===== config.mk =====
export PLATFORM = sky130hd
export DESIGN_NAME = gemm_tile_sched
export DESIGN_NICKNAME = d
export VERILOG_FILES = /design/src/rtl/gemm_tile_sched.sv
export SDC_FILE = /design/constraint.sdc
export NUM_CORES = 1
export LEC_CHECK = 0
export BUFFER_PORTS_ARGS = -buffer_cell sky130_fd_sc_hd__buf_4
export CAP_MARGIN = 20
export CELL_PAD_IN_SITES_DETAIL_PLACEMENT = 0
export CELL_PAD_IN_SITES_GLOBAL_PLACEMENT = 1
export CORE_MARGIN = 10
export CORE_UTILIZATION = 40
export CTS_BUF_LIST = sky130_fd_sc_hd__clkbuf_4 sky130_fd_sc_hd__clkbuf_8 sky130_fd_sc_hd__clkbuf_16
export CTS_CLUSTER_SIZE = 24
export DETAILED_ROUTE_END_ITERATION = 6
export PLACE_DENSITY_LB_ADDON = 0.1
export RECOVER_POWER = 100
export SLEW_MARGIN = 10
export SYNTH_ARGS = -nofsm -noshare
export SYNTH_HDL_FRONTEND = slang
export SYNTH_SLANG_ARGS = --single-unit

===== constraint.sdc =====
create_clock -name clk -period 22 [get_ports clk]
set_input_delay 1.1 -clock clk [delete_from_list [all_inputs] [get_ports clk]]
set_output_delay 1.1 -clock clk [all_outputs]
set_load 0.02 [all_outputs]

===== src/rtl/gemm_tile_sched.sv =====
// gemm_tile_sched
//   Splits a full GEMM job (M x K times K x N) into BLK_M x BLK_K x BLK_N tiles and programs
//   each tile into the GEMM register block over the system bus. Between tiles it polls the GEMM
//   full flag (+0 bit0). After the last tile it waits on the GEMM done flag (+24 bit0).
// Ports:
//   clk, rst                   clock; synchronous active-low reset
//   start                      one-cycle job launch, accepted only when idle
//   m_dim, k_dim, n_dim        full matrix dimensions
//   a_base, b_base, c_base     element base addresses of A, B and C (row-major)
//   busy, done, tile_cnt       job status; done is a one-cycle pulse
//   system_bus_*               register port towards the GEMM; rd_data arrives one cycle late
module gemm_tile_sched #(
    parameter int unsigned BLK_M     = 16,
    parameter int unsigned BLK_K     = 16,
    parameter int unsigned BLK_N     = 16,
    parameter logic [31:0] BASE_ADDR = 32'h9000_0000,
    parameter int unsigned DIM_W     = 16
) (
    input  logic             clk,
    input  logic             rst,
    input  logic             start,
    input  logic [DIM_W-1:0] m_dim,
    input  logic [DIM_W-1:0] k_dim,
    input  logic [DIM_W-1:0] n_dim,
    input  logic [31:0]      a_base,
    input  logic [31:0]      b_base,
    input  logic [31:0]      c_base,
    output logic             busy,
    output logic             done,
    output logic [15:0]      tile_cnt,
    output logic             system_bus_en,
    output logic             system_bus_rdwr,
    output logic [31:0]      system_bus_addr,
    output logic [31:0]      system_bus_wr_data,
    input  logic [31:0]      system_bus_rd_data
);

    typedef enum logic [2:0] {
        StIdle, StCfg, StPollWait, StPollFull, StNext, StDrainWait, StDrain, StFin
    } state_e;

    localparam logic [DIM_W:0] STEP_K = (DIM_W+1)'(BLK_K);
    localparam logic [DIM_W:0] STEP_M = (DIM_W+1)'(BLK_M);
    localparam logic [DIM_W:0] STEP_N = (DIM_W+1)'(BLK_N);

    state_e           state_q;
    logic [2:0]       beat_q;     // CFG beat currently on the bus
    logic [DIM_W-1:0] m_dim_q, k_dim_q, n_dim_q;
    logic [31:0]      a_base_q, b_base_q, c_base_q;
    logic [DIM_W-1:0] m_pos_q, k_pos_q, n_pos_q;
    logic [31:0]      mk_off_q;   // m * K
    logic [31:0]      mn_off_q;   // m * N
    logic [31:0]      kn_off_q;   // k * N

    logic [DIM_W:0]   k_end, m_end, n_end;
    logic             last_k, more_m, more_n, first_k;
    logic [DIM_W-1:0] rem_k, rem_m, rem_n;
    logic [4:0]       ksize, msize, nsize, kspan;
    logic [31:0]      k_dim_w, n_dim_w, mk_step, mn_step, kn_step;
    logic [31:0]      kspan_off, ta, tb, tc;
    logic [4:0]       cfg_off;
    logic [31:0]      cfg_data;
    logic             unused_rd_data;

    // Only the flag bit of a register read is meaningful here.
    assign unused_rd_data = ^system_bus_rd_data[31:1];

    assign k_dim_w = 32'(k_dim_q);
    assign n_dim_w = 32'(n_dim_q);
    assign mk_step = k_dim_w * BLK_M;
    assign mn_step = n_dim_w * BLK_M;
    assign kn_step = n_dim_w * BLK_K;

    assign k_end   = {1'b0, k_pos_q} + STEP_K;
    assign m_end   = {1'b0, m_pos_q} + STEP_M;
    assign n_end   = {1'b0, n_pos_q} + STEP_N;
    assign last_k  = k_end >= {1'b0, k_dim_q};
    assign more_m  = m_end < {1'b0, m_dim_q};
    assign more_n  = n_end < {1'b0, n_dim_q};
    assign first_k = k_pos_q == '0;

    // Remainders are only used on a final (partial) tile, where they fit a 5-bit field.
    assign rem_k = k_dim_q - k_pos_q;
    assign rem_m = m_dim_q - m_pos_q;
    assign rem_n = n_dim_q - n_pos_q;
    assign ksize = last_k ? rem_k[4:0] : 5'(BLK_K);
    assign msize = more_m ? 5'(BLK_M) : rem_m[4:0];
    assign nsize = more_n ? 5'(BLK_N) : rem_n[4:0];
    assign kspan = ksize - 5'd1;

    // (ksize-1)*N: at most five shifted copies of N, since ksize never exceeds BLK_K.
    always_comb begin
        kspan_off = '0;
        for (int i = 0; i < 5; i++) begin
            if (kspan[i]) kspan_off = kspan_off + (n_dim_w << i);
        end
    end

    assign ta = a_base_q + mk_off_q + 32'(k_pos_q);
    assign tb = b_base_q + 32'(n_pos_q) + kn_off_q + kspan_off;
    assign tc = c_base_q + 32'(n_pos_q) + mn_off_q;

    // Register offset and data of the beat that follows the one now on the bus.
    always_comb begin
        cfg_off  = 5'd0;
        cfg_data = '0;
        case (beat_q)
            3'd0:    begin cfg_off = 5'd16; cfg_data = n_dim_w;                          end
            3'd1:    begin cfg_off = 5'd0;  cfg_data = ta;                               end
            3'd2:    begin cfg_off = 5'd4;  cfg_data = tb;                               end
            3'd3:    begin cfg_off = 5'd8;  cfg_data = tc;                               end
            3'd4:    begin cfg_off = 5'd20; cfg_data = {30'd0, first_k, last_k};         end
            3'd5:    begin cfg_off = 5'd24; cfg_data = {17'd0, nsize, ksize, msize};     end
            default: begin cfg_off = 5'd0;  cfg_data = '0;                               end
        endcase
    end

    // Bus outputs are loaded on the edge that enters a state, so they line up with that state.
    always_ff @(posedge clk) begin
        if (!rst) begin
            state_q            <= StIdle;
            beat_q             <= '0;
            m_dim_q            <= '0;
            k_dim_q            <= '0;
            n_dim_q            <= '0;
            a_base_q           <= '0;
            b_base_q           <= '0;
            c_base_q           <= '0;
            m_pos_q            <= '0;
            k_pos_q            <= '0;
            n_pos_q            <= '0;
            mk_off_q           <= '0;
            mn_off_q           <= '0;
            kn_off_q           <= '0;
            busy               <= 1'b0;
            done               <= 1'b0;
            tile_cnt           <= '0;
            system_bus_en      <= 1'b0;
            system_bus_rdwr    <= 1'b0;
            system_bus_addr    <= '0;
            system_bus_wr_data <= '0;
        end else begin
            done <= 1'b0;
            unique case (state_q)
                StIdle: begin
                    if (start) begin
                        m_dim_q  <= m_dim;
                        k_dim_q  <= k_dim;
                        n_dim_q  <= n_dim;
                        a_base_q <= a_base;
                        b_base_q <= b_base;
                        c_base_q <= c_base;
                        m_pos_q  <= '0;
                        k_pos_q  <= '0;
                        n_pos_q  <= '0;
                        mk_off_q <= '0;
                        mn_off_q <= '0;
                        kn_off_q <= '0;
                        busy     <= 1'b1;
                        tile_cnt <= '0;
                        if (m_dim == '0 || k_dim == '0 || n_dim == '0) begin
                            state_q <= StFin;
                        end else begin
                            state_q            <= StCfg;
                            beat_q             <= '0;
                            system_bus_en      <= 1'b1;
                            system_bus_rdwr    <= 1'b1;
                            system_bus_addr    <= BASE_ADDR + 32'd12;
                            system_bus_wr_data <= 32'(k_dim);
                        end
                    end
                end
                StCfg: begin
                    if (beat_q == 3'd6) begin
                        state_q            <= StPollWait;
                        system_bus_rdwr    <= 1'b0;
                        system_bus_addr    <= BASE_ADDR;
                        system_bus_wr_data <= '0;
                    end else begin
                        beat_q             <= beat_q + 3'd1;
                        system_bus_addr    <= BASE_ADDR + 32'(cfg_off);
                        system_bus_wr_data <= cfg_data;
                        if (beat_q == 3'd5) tile_cnt <= tile_cnt + 16'd1;
                    end
                end
                StPollWait: state_q <= StPollFull;
                StPollFull: begin
                    if (!system_bus_rd_data[0]) begin
                        state_q         <= StNext;
                        system_bus_en   <= 1'b0;
                        system_bus_addr <= '0;
                    end
                end
                StNext: begin
                    // k innermost, then m, then n.
                    if (!last_k) begin
                        k_pos_q  <= k_end[DIM_W-1:0];
                        kn_off_q <= kn_off_q + kn_step;
                    end else begin
                        k_pos_q  <= '0;
                        kn_off_q <= '0;
                        if (more_m) begin
                            m_pos_q  <= m_end[DIM_W-1:0];
                            mk_off_q <= mk_off_q + mk_step;
                            mn_off_q <= mn_off_q + mn_step;
                        end else begin
                            m_pos_q  <= '0;
                            mk_off_q <= '0;
                            mn_off_q <= '0;
                            if (more_n) n_pos_q <= n_end[DIM_W-1:0];
                        end
                    end
                    system_bus_en <= 1'b1;
                    if (!last_k || more_m || more_n) begin
                        state_q            <= StCfg;
                        beat_q             <= '0;
                        system_bus_rdwr    <= 1'b1;
                        system_bus_addr    <= BASE_ADDR + 32'd12;
                        system_bus_wr_data <= k_dim_w;
                    end else begin
                        state_q         <= StDrainWait;
                        system_bus_rdwr <= 1'b0;
                        system_bus_addr <= BASE_ADDR + 32'd24;
                    end
                end
                StDrainWait: state_q <= StDrain;
                StDrain: begin
                    if (system_bus_rd_data[0]) begin
                        state_q         <= StFin;
                        system_bus_en   <= 1'b0;
                        system_bus_addr <= '0;
                    end
                end
                StFin: begin
                    done    <= 1'b1;
                    busy    <= 1'b0;
                    state_q <= StIdle;
                end
                default: state_q <= StIdle;
            endcase
        end
    end

endmodule


* After elaboration in Yosys (flattened, before gate mapping)
Cells that the tools add are included.
Operators by class: $add $sub $neg 24, order comparisons 3, equal/unequal tests 24, muxes and demuxes 67, reduce and logical (&&, ||, !) cells 29
Operators with widths (number):
- $mux W32 | 19
- $pmux W32 S2 | 3
- $pmux W32 S6 | 1
- $mux W16 | 10
- $pmux W32 S5 | 1
- $add A32 B20 Y32 | 4
- $add A32 B32 Y32 | 4
- $pmux W16 S2 | 4
- $add A32 B16 Y32 | 3
- $pmux W32 S3 | 1
- $logic_not A16 Y1 | 4
- $add A16 B5 Y17 const B | 3
- $lt A17 B16 Y1 | 2
- $add A32 B18 Y32 | 1
- $add A32 B19 Y32 | 1
- $add A32 B5 Y32 const A | 1
- $mux W3 | 10
- $pmux W5 S5 | 1
- $pmux W3 S8 | 1
- $ne A2 B2 Y1 const B | 11
- $eq A3 B3 Y1 const B | 7
- $mux W5 | 4
- $reduce_and A5 Y1 | 4
- $add A16 B17 Y18 | 1
- 22 further kinds | 46
Storage, ports and cells: bits in registers 378, bits of input ports 179, output and inout port bits 84, logic and storage cells 168

* Logic depth before layout (Yosys ltp)
depth in word-level cells 17, depth in mapped cells 63, mapped depth without buffers 61

* Worst setup path before layout
OpenSTA, ideal clock, no wires.
kind register -> register, start point reg k_pos_q[6], end point reg system_bus_wr_data[29], setup time 122 ps, arrival time 11980 ps, data required time 21878 ps, setup slack 9898 ps, cell stages (with the launch flop) 61, path through dfxtp_1 > and3_1 > and3_1 > clkbuf_1 > nand3_1 > xnor2_1 > ha_1 > nand3_1 > o22ai_1 > o41ai_2 > o21ai_4 > and2_1 > buf_4 > clkbuf_1 > nor2_1 > ha_1 > fa_1 > o21ai_0 > [25 not listed] > o21a_1 > o21a_1 > o21ai_0 > o21ai_0 > fa_1 > inv_1 > ha_1 > ha_1 > or2_2 > a2111oi_0 > nand2b_1 > o21a_1 > a41o_1 > a31oi_1 > xnor2_1 > a22oi_1 > nor2_1 > a221o_1
On the way: longest elaborated chain between the ends 17, elaborated cells on any way between the ends 23, classes of those cells 8 x add/sub; 1 x order compare; 1 x eq/ne; 9 x mux; 4 x reduce/logical
Ends and longest elaborated chain:
- from (decl) | RTL line 50 | logic [DIM_W-1:0] m_pos_q, k_pos_q, n_pos_q;
- from (signal assigned) | RTL line 197 | k_pos_q <= k_end[DIM_W-1:0];
- $add A16 B5 Y17 | RTL line 74 | assign k_end = {1'b0, k_pos_q} + STEP_K;
- $ge A17 B16 Y1 | RTL line 77 | assign last_k = k_end >= {1'b0, k_dim_q};
- $mux W5 | RTL line 86 | assign ksize = last_k ? rem_k[4:0] : 5'(BLK_K);
- $sub A5 B1 Y5 | RTL line 89 | assign kspan = ksize - 5'd1;
- $mux W16 | RTL line 95 | if (kspan[i]) kspan_off = kspan_off + (n_dim_w << i);
- $add A16 B17 Y18 | RTL line 95
- $mux W32 | RTL line 95
- $add A32 B18 Y32 | RTL line 95
- $mux W32 | RTL line 95
- $add A32 B19 Y32 | RTL line 95
- $mux W32 | RTL line 95
- $add A32 B20 Y32 | RTL line 95
- $mux W32 | RTL line 95
- $add A32 B32 Y32 | RTL line 100 | assign tb = b_base_q + 32'(n_pos_q) + kn_off_q + kspan_off;
- $pmux W32 S6 | RTL line 107 | case (beat_q)
- $mux W32 | RTL line 174 | if (beat_q == 3'd6) begin
- $pmux W32 S3 | RTL line 144 | unique case (state_q)
- to (signal assigned) | RTL line 169 | system_bus_wr_data <= 32'(k_dim);
- to (signal assigned) | RTL line 182 | system_bus_wr_data <= cfg_data;
- to (signal assigned) | RTL line 219 | system_bus_wr_data <= k_dim_w;
- to (decl) | RTL line 34 | output logic [31:0] system_bus_wr_data,
Parallel ways exist; a longest one is shown, timed or not. A chain may end at the register's enable or synchronous reset.

* Final worst setup path
start point reg k_pos_q[4], end point reg system_bus_wr_data[29]
Same word-level chain as after synthesis.

==> summary.txt <==
Run status
  • Status: finished with violations
  • Failing checks: capacitance limit, slew limit

Worst setup path
  • FF-to-FF End: system_bus_wr_data[29]
  • Worst setup EP type: flip-flop
  • Data required time of the critical path: 22.45 ns
  • CP max-delay cell: o21ai_0
  • WP buf/inv: 5
  • Largest delay share family, worst path: compound AO/OA/AOI/OAI gates
  • Arrival @ worst endpoint: 17.26 ns
  • Crit-path most repeated cell: ha_1
  • CP max FO: 22
  • FF-to-FF path depth: 59
  • Critical path class: flip-flop to flip-flop
  • R2R setup slack: 5.19 ns
  • CP max stage delay: 1.64 ns
  • Critical path launch point type: flip-flop
  • R2r startpoint: k_pos_q[4]

STA
  • RSZ-0062 raised after global routing: false
  • Hold Vio Cnt, Final: 0
  • Final Cycle Share: 76.4%
  • Max Freq: 59.5 MHz
  • Final setup violation count: 0
  • Tightest Pin Transition: 3.04 ns
  • Minimum clock period: 16.81 ns
  • Max-slew headroom: -102%
  • Clk_skew: 0.0426 ns
  • Max Slew Vio Count: 420
  • Fin Setup TNS: 0 ns

Drt
  • Antenna violation net count after detailed routing: 0
  • Via count: 26100
  • Wire per inst: 21.7 microns
  • Drt drc: 0
  • Routed Wire Length: 99000 microns
  • Via density per instance: 5.72
  • Initial drt markers: 1855
  • Initial DRT Pass Iterations: 6

Floorplan
  • Die Area: 79000 sq um
  • Placeable Area: 67400 sq um
  • # rows: 95
  • Die Height: 281 microns
  • Die width: 281 microns
  • Initial Util: 40.5%
  • IO Pins: 263

Power
  • PwrDens: 127 nW/um^2
  • Peak VDD IR: 0.0000885 V
  • Leakage: 13.7 nW

Finish
  • N_diodes: 0
  • Final nets: 4216
  • Share of post-route cells with drive strength above 1: 8.45%
  • Area grow syn2layout: 13.2%
  • Finished Cell Area: 30900 sq um
  • Final core occ: 45.8%

Min path
  • WHS Endpoint: b_base_q[18]
  • Hold Crit Class: flip-flop to flip-flop
  • Hold Path Cell Cnt: 2
  • Hold Crit Start: b_base_q[18]

Logic synthesis
  • Mapped Avg Cell Area: 7.80 sq um
  • Fraction of registers with async set/reset: 0%
  • Seq cells post-synth: 326
  • Post-Syn Area: 27300 sq um
  • Netlist cell types: 86
  • Synth Instances: 3497
  • Ys flop type: dfxtp_1
  • Number of synthesized flops with an enable pin: 0
  • Synth Warn #: 0
  • Seq/Total Area, Yosys: 23.9%

Clock tree
  • Cts hold-fix bufs: 0
  • Clock Tree Buf Depth: 3
  • Post-CTS Resized: 0
  • Clock sinks: 326
  • Clock root buffer: clkbuf_16
  • CTS tree: yes
  • H-tree Lvls: 2
  • Clock-pin slew on the worst setup and hold paths: 0.06 ns
  • Clock latency on the worst-skew pair: 0.60 ns
  • Post-CTS Setup Repair Bufs: 0
  • Total CTS buffers: 43

Placed design
  • Gpl congestion: 0.937
  • Dpl hpwl: 76200 microns
  • Port Buffers: 204
  • Placed cell area: 29700 sq um

Job
  • Total of max-cap violations: 9

Global route
  • Largest net degree at the start of global routing: 81
  • Initial antenna violation count: 0
  • Vias in the first global route: 25700
  • Grt ovf: 0
  • Tot GR Track Use: 24.4%
  • First-pass GRT wire length: 152000 microns
## synth_stat cells (35+ instances only)
cell        n  area share (%)
a211oi_1   38             1.0
a21o_1     76             2.1
a21oi_1   389             7.1
a22oi_1    39             1.1
a31oi_1    35            0.80
clkbuf_1  131             1.8
dfxtp_1   326              24
fa_1       66             4.8
ha_1      312              14
inv_1     159             2.2
nand2_1   495             6.8
nand3_1   121             2.2
nor2_1    271             3.7
nor3_1     55             1.0
o21a_1     46             1.3
o21ai_0   155             2.8
xnor2_1   134             4.3
xor2_1     98             3.1
## report_power, final
| group | switching (mW) | internal, mW | leakage (nW) | total (mW) |
|---|---|---|---|---|
| logic | 1.54 | 0.844 | 10.3 | 2.39 |
| clock network | 0.293 | 0.466 | 0.758 | 0.759 |
| registers | 0.0976 | 0.667 | 2.65 | 0.765 |
## flip-flops by register name (all words and copies together), names as in the netlist, 3 cells and up
register and cells:
b_base_q 32, system_bus_addr 4, n_pos_q 12, n_dim_q 16, k_pos_q 12, k_dim_q 16
mk_off_q 28, kn_off_q 28, state_q 3, tile_cnt 16, system_bus_wr_data 32, a_base_q 32
beat_q 3, mn_off_q 28, m_pos_q 12, c_base_q 32, m_dim_q 16
## routing by layer
metal | vias to the layer above | wire [microns] | GRT usage (%) | part of all wire (%)
li1 | 12800 | - | - | -
met1 | 12500 | 44700 | 32.3 | 45
met2 | 729 | 46100 | 40.9 | 47
met3 | 138 | 5210 | 2.98 | 5.3
met4 | 0 | 3030 | 7.64 | 3.1
met5 | - | 0 | 0 | 0
## worst min-delay path: stages (launching register included)
cell and delay (ns):
dfxtp_1 0.31, nand2_1 0.05, a21oi_1 0.05
## how the worst max path moves through the flow
| stage | from | to | cells past startpoint |
|---|---|---|---|
| after floorplan | k_pos_q[6] | system_bus_wr_data[29] | 60 |
| after global placement | k_pos_q[4] | system_bus_wr_data[29] | 58 |
| after detailed placement | k_pos_q[4] | system_bus_wr_data[29] | 59 |
| after CTS | k_pos_q[4] | system_bus_wr_data[29] | 59 |
| after global routing | k_pos_q[4] | system_bus_wr_data[29] | 59 |
| final | k_pos_q[4] | system_bus_wr_data[29] | 59 |
## cell families (layout without fill, tap and decap cells)
logic type | count (synthesis) | count (layout) | share of synthesized area [%]
AOI/OAI and AO/OA | 1007 | 1007 | 23.4
xor gates and xnor gates | 232 | 232 | 7.45
adders and majority gates | 378 | 378 | 19.2
buffers and inverters | 338 | 487 | 5.15
DFF | 326 | 326 | 23.9
muxes | 33 | 33 | 1.31
other | 2 | 47 | 0.0275
and+or+nand+nor | 1181 | 1181 | 19.5
## per-stage QoR
step                      cells  power (mW)  setup WS (ns)  hold WS [ns]
after floorplan            3542        2.39           9.90         0.436
after global placement     4487        3.12           7.34         0.447
after detailed placement   4487        3.15           7.17         0.451
after CTS                  4564        3.94           7.09         0.459
after global routing       4564        4.19           3.78         0.475
final                      4564        3.91           5.19         0.454
## area by class of cell
cell class	count	area, sq um
Fill cell	6898	36500
Multi-Input combinational cell	2878	19500
Sequential cell	326	6530
Timing Repair Buffer	247	1600
Clock buffer	60	1280
Tap cell	873	1090
Inverter	163	613
Clock inverter	17	234
## layout by cell type (no fill, tap or decap), types with 13 or more instances in the layout
cell         n
nand2_1    494
a21oi_1    389
dfxtp_1    326
ha_1       312
nor2_1     266
buf_4      178
inv_1      160
o21ai_0    159
xnor2_1    134
nand3_1    121
xor2_1      98
a21o_1      76
clkbuf_1    68
fa_1        66
nor3_1      55
conb_1      47
o21a_1      46
clkbuf_16   45
a22oi_1     39
a211oi_1    38
a31oi_1     35
nor2b_1     34
and3_1      32
nor4_1      27
o211ai_1    26
nand4_1     26
or3_1       25
o31ai_1     24
nand2b_1    21
o21bai_1    18
and2_1      17
a221oi_1    17
nand3b_1    16
mux2_2      15
a222oi_1    15
o22ai_1     13
or2_2       13
Power figures use the tool's default switching activity.
